**src/rtl/life_grid_engine.sv**
```systemverilog
// Life-like cellular automaton over a ROWS x COLS grid with programmable birth/survive masks.
// Optional toroidal neighbourhood: define LIFE_GRID_WRAP_EN (default build: off-grid cells are dead).
module life_grid_engine #(
  parameter int ROWS  = 8,
  parameter int COLS  = 8,
  parameter int GEN_W = 16
) (
  input  logic                               clk,
  input  logic                               rst,
  input  logic                               load,
  input  logic [ROWS*COLS-1:0]               state_0,
  input  logic [8:0]                         birth_mask,
  input  logic [8:0]                         survive_mask,
  input  logic [GEN_W-1:0]                   run_gens,
  input  logic                               start,
  input  logic                               ena,
  output logic                               busy,
  output logic                               done,
  output logic                               stable,
  output logic [ROWS*COLS-1:0]               state_q,
  output logic [GEN_W-1:0]                   gen_count,
  output logic [$clog2(ROWS*COLS+1)-1:0]     population,
  output logic [1:0]                         dbg_state
);

  localparam int N  = ROWS * COLS;
  localparam int PW = $clog2(ROWS * COLS + 1);

  // Handshake: load/start are single-cycle requests honoured only in IDLE;
  // done is a one-cycle pulse, busy is high exactly while the FSM is in RUN.
  typedef enum logic [1:0] {
    S_IDLE = 2'd0,
    S_RUN  = 2'd1,
    S_DONE = 2'd2
  } fsm_e;

  fsm_e             fsm_q, fsm_d;
  logic [N-1:0]     state_d, next_grid;
  logic [GEN_W-1:0] gen_count_q, gen_count_d;
  logic [GEN_W-1:0] remaining_q, remaining_d;
  logic [8:0]       birth_q, birth_d, survive_q, survive_d;
  logic [PW-1:0]    population_q, population_d;
  logic             stable_q, stable_d;
  logic             done_q, done_d;
  logic             step, halt, next_same, accept_load, accept_start;

  function automatic logic cell_at(input logic [N-1:0] g, input int r, input int c);
    logic [N-1:0] sh;
`ifdef LIFE_GRID_WRAP_EN
    int rr;
    int cc;
    rr = (r + ROWS) % ROWS;
    cc = (c + COLS) % COLS;
    sh = g >> (rr * COLS + cc);
    return sh[0];
`else
    if (r < 0 || r >= ROWS || c < 0 || c >= COLS) return 1'b0;
    sh = g >> (r * COLS + c);
    return sh[0];
`endif
  endfunction

  function automatic logic [PW-1:0] popcount(input logic [N-1:0] v);
    logic [PW-1:0] cnt;
    logic [N-1:0]  t;
    cnt = '0;
    t   = v;
    for (int i = 0; i < N; i++) begin
      cnt = cnt + {{(PW-1){1'b0}}, t[0]};
      t   = t >> 1;
    end
    return cnt;
  endfunction

  for (genvar r = 0; r < ROWS; r++) begin : g_row
    for (genvar c = 0; c < COLS; c++) begin : g_col
      logic [3:0] nbr_cnt;
      always_comb begin
        nbr_cnt = 4'd0;
        for (int k = 0; k < 9; k++) begin
          if (k != 4) nbr_cnt = nbr_cnt + {3'b000, cell_at(state_q, r + k / 3 - 1, c + k % 3 - 1)};
        end
      end
      assign next_grid[r*COLS+c] = state_q[r*COLS+c] ? survive_q[nbr_cnt] : birth_q[nbr_cnt];
    end
  end

  assign step         = (fsm_q == S_RUN) && ena;
  assign next_same    = (next_grid == state_q);
  assign halt         = step && ((remaining_q == GEN_W'(1)) || next_same);
  assign accept_load  = (fsm_q == S_IDLE) && load;
  assign accept_start = (fsm_q == S_IDLE) && start && !load;

  always_ff @(posedge clk or negedge rst) begin
    if (!rst) begin
      fsm_q        <= S_IDLE;
      state_q      <= '0;
      gen_count_q  <= '0;
      remaining_q  <= '0;
      birth_q      <= '0;
      survive_q    <= '0;
      population_q <= '0;
      stable_q     <= 1'b0;
      done_q       <= 1'b0;
    end else begin
      fsm_q        <= fsm_d;
      state_q      <= state_d;
      gen_count_q  <= gen_count_d;
      remaining_q  <= remaining_d;
      birth_q      <= birth_d;
      survive_q    <= survive_d;
      population_q <= population_d;
      stable_q     <= stable_d;
      done_q       <= done_d;
    end
  end

  always_comb begin
    fsm_d = fsm_q;
    case (fsm_q)
      S_IDLE:  if (accept_start && (run_gens != '0)) fsm_d = S_RUN;
      S_RUN:   if (halt) fsm_d = S_DONE;
      S_DONE:  fsm_d = S_IDLE;
      default: fsm_d = S_IDLE;
    endcase
  end

  always_comb begin
    state_d      = state_q;
    gen_count_d  = gen_count_q;
    remaining_d  = remaining_q;
    birth_d      = birth_q;
    survive_d    = survive_q;
    population_d = population_q;
    stable_d     = stable_q;
    // A zero-length run still acknowledges with a done pulse.
    done_d       = halt || (accept_start && (run_gens == '0));
    if (accept_load) begin
      state_d      = state_0;
      gen_count_d  = '0;
      stable_d     = 1'b0;
      population_d = popcount(state_0);
    end
    if (accept_start) begin
      birth_d     = birth_mask;
      survive_d   = survive_mask;
      remaining_d = run_gens;
    end
    if (step) begin
      state_d      = next_grid;
      gen_count_d  = gen_count_q + GEN_W'(1);
      remaining_d  = remaining_q - GEN_W'(1);
      population_d = popcount(next_grid);
      stable_d     = next_same;
    end
  end

  always_comb begin
    busy       = (fsm_q == S_RUN);
    done       = done_q;
    stable     = stable_q;
    gen_count  = gen_count_q;
    population = population_q;
    dbg_state  = fsm_q;
  end

endmodule
```
**config.mk**
```make
export PLATFORM = sky130hd
export DESIGN_NAME = life_grid_engine
export DESIGN_NICKNAME = d
export VERILOG_FILES = /design/src/rtl/life_grid_engine.sv
export SDC_FILE = /design/constraint.sdc
export NUM_CORES = 1
export LEC_CHECK = 0
export CAP_MARGIN = 10
export CORE_UTILIZATION = 55
export DETAILED_ROUTE_END_ITERATION = 6
export HOLD_SLACK_MARGIN = 0.06
export PLACE_DENSITY = 0.75
export SYNTH_ARGS = -nofsm -noshare
export SYNTH_HDL_FRONTEND = slang
export SYNTH_SLANG_ARGS = --single-unit
```
**constraint.sdc**
```tcl
create_clock -name clk -period 11.5 [get_ports clk]
set_input_delay 1.725 -clock clk [delete_from_list [all_inputs] [get_ports clk]]
set_output_delay 1.725 -clock clk [all_outputs]
set_load 0.005 [all_outputs]
```
==> results of run 1 <==
## state kept, by name, summed over array words and instances, names as in the netlist
| signal | cells |
|---|---|
| survive_q | 9 |
| gen_count | 16 |
| state_q | 64 |
| birth_q | 9 |
| remaining_q | 16 |
| stable | 1 |
| population | 7 |
| done | 1 |
| dbg_state | 2 |
## final timing paths
check / start / end / slack (ns) / cells past startpoint
min reg2reg: remaining_q[15] / remaining_q[15] / 0.49 / 1
min in group asynchronous: rst / state_q[55] / 1.31 / 1
max reg2reg: state_q[10] / population[6] / 0.60 / 31
min: remaining_q[15] / remaining_q[15] / 0.49 / 1
max in group asynchronous: rst / survive_q[2] / 8.82 / 2
max: state_q[10] / population[6] / 0.60 / 31
## cell type report
cell class | count | area share (%)
Antenna cell | 4 | 0.03299
Clock inverter | 11 | 0.2804
Multi-Input combinational cell | 1918 | 71.20
Clock buffer | 21 | 1.485
Timing Repair Buffer | 274 | 8.755
Sequential cell | 125 | 10.40
Inverter | 429 | 5.307
Tap cell | 615 | 2.536
## through the flow
step	util, %	setup slack (ns)	area (sq um)	instances
2_1_floorplan	-	1.567	27000	2646
3_3_place_gp	62.01	1.049	29790	3361
3_5_place_dp	62.01	0.8863	29790	3361
4_1_cts	63.13	0.8646	30330	3393
5_1_grt	63.13	0.4455	30330	3393
6_report	63.15	0.6035	30340	3397
## cell usage after synthesis (28+ instances only)
| library cell | instances | area [sq um] |
|---|---|---|
| o21ai_0 | 96 | 480.5 |
| fa_1 | 304 | 6086 |
| mux4_2 | 234 | 5270 |
| mux2_2 | 36 | 405.4 |
| ha_1 | 175 | 2190 |
| mux2i_1 | 102 | 1021 |
| nand2_1 | 204 | 765.7 |
| a211oi_1 | 28 | 210.2 |
| nand3_1 | 56 | 280.3 |
| a22oi_1 | 35 | 262.8 |
| a21o_1 | 54 | 405.4 |
| dfrtp_1 | 125 | 3128 |
| clkbuf_1 | 163 | 611.8 |
| inv_1 | 429 | 1610 |
| nor2_1 | 103 | 386.6 |
| a21oi_1 | 56 | 280.3 |
## kinds of logic after synthesis
logic type / synth area share (%)
buf+inv: 8.467
flops: 11.59
compound gates: 11.75
mux: 25.73
simple gates: 10.15
fa+ha+maj: 30.65
xor+xnor: 1.659
## metal layers
| layer | up-vias | global-route usage [%] | part of all wire (%) |
|---|---|---|---|
| met2 | 2435 | 63.22 | 40 |
| met4 | 8 | 30.60 | 8.3 |
| met3 | 613 | 20.63 | 17 |
| li1 | 9708 | - | - |
| met1 | 12260 | 58.70 | 34 |
| met5 | - | 0 | 0.079 |
==> results by group, run 1 <==
Detailed routing
  – DRT antenna net count: 0
  – First-iteration detailed-routing DRC count: 3689
  – Final WL: 113300 um
  – Routed vias/inst: 7.368
  – Wirelength per Cell: between 30 and 40 um
  – Drc violations: 2
  – Vias: 25030
  – Pre-Repair DR Iteration Count: 7

STA
  – Fin crit share: 94.75%
  – WHS: 0.4880 ns
  – # setup viols final: 0
  – Setup_tns: 0 ns
  – Worst-Margin Slew: around 1.2 ns
  – RSZ-0062 raised after global routing: false
  – Max Fclk: 91.77 MHz
  – Fin. max-slew vios: 0
  – Max-slew headroom: 22.58%
  – Endpoints failing hold: 0
  – Skew final: 0.01262 ns
  – Fin crit period: 10.90 ns

Logic synthesis
  – Post-Synthesis Cell Area: 27000 sq um
  – Mapped Nets: about 3200
  – Yosys reg bits: 125
  – Async SR Flop Fraction: 100.0%
  – Share of the yosys chip area belonging to registers: 11.59%
  – Mapped Cells: 2646
  – Syn. warnings: 0
  – Predominant post-synthesis flop cell: dfrtp_1
  – Syn avg cell area: around 10 sq um
  – Yosys cell types: 92
  – Post-synth EDFFs: 0

Floorplanning
  – IO Pins: 195
  – Die X: 223.6 um
  – Starting Density: 56.19%
  – Die area: 49980 sq um
  – Die extent in y: 223.6 um
  – # rows: 80
  – Core area: 48050 sq um

GRT
  – Vias in the first global route: 24890
  – Grt total ovfl: 0
  – Gr usage total: about 46%
  – Largest net degree at the start of global routing: 73
  – First-pass GRT wire length: 165700 um
  – Initial antenna violation count: 7

Setup path
  – CP Capture Type: flop
  – Worst setup path class: flop to flop
  – CP max stage delay: 0.92 ns
  – WP data required: 11.84 ns
  – Bufs and invs on worst path: 5
  – Worst setup SP type: flop
  – CP Max Fanout: 5
  – Critical path's slowest cell: a211oi_1
  – CP dominant cell by count: fa_1
  – CP Data Arrival Time: 11.23 ns
  – Top delay family on crit path: adder cells

Cells and area
  – Most common cell after layout, fill and taps aside: inv_1
  – FF/Latch Area: 3156 sq um
  – Layout cells sized above 1: 15.59%
  – Multi-input gate area in the final layout: roughly 22000 sq um
  – Nets: 3347
  – Area Overhead vs Synth: 12.38%
  – Fill cell count: 3873
  – Most frequent cells in the layout: inv_1, fa_1, mux4_2

Clock network
  – # Post-CTS Setup Buffers: 0
  – Clock latency on the worst-skew pair: approximately 0.48 ns
  – CTS max path bufs: 2
  – Post-CTS Hold Buffers: 0
  – CTS tree: built
  – Htree depth: 4
  – Clock Pin Slew Worst Setup and Hold Paths: 0.07 ns
  – Clock sinks: ~130
  – CTS Buf Count: 17
  – Post-CTS Resized: 0
  – CTS root buf: clkbuf_16

Status
  – Failing checks: DRC
  – Status: finished, violations left

Hold path
  – Hold crit path type: flop to flop

Placed design
  – Dpl hpwl: approximately 83000 um
  – Buffers added on ports: 194
  – Final Wtd Congestion: around 1.1

Run
  – Max Cap Viol: 0
Power of run 1 is left out: the tool's default activity adds up to more than one toggle a clock period on the data nets, which glitch-free logic cannot reach.
==> run 2: changes to the inputs <==
--- a/config.mk
+++ b/config.mk
@@ -7,6 +7,7 @@
 export LEC_CHECK = 0
 export CAP_MARGIN = 10
 export CORE_UTILIZATION = 55
+export CTS_CLUSTER_DIAMETER = 150
 export DETAILED_ROUTE_END_ITERATION = 6
 export HOLD_SLACK_MARGIN = 0.06
 export PLACE_DENSITY = 0.75
==> results of run 2 <==
Final layout, timing and power as in run 1 (identical DEF).
Power of run 2 is left out for the same reason.
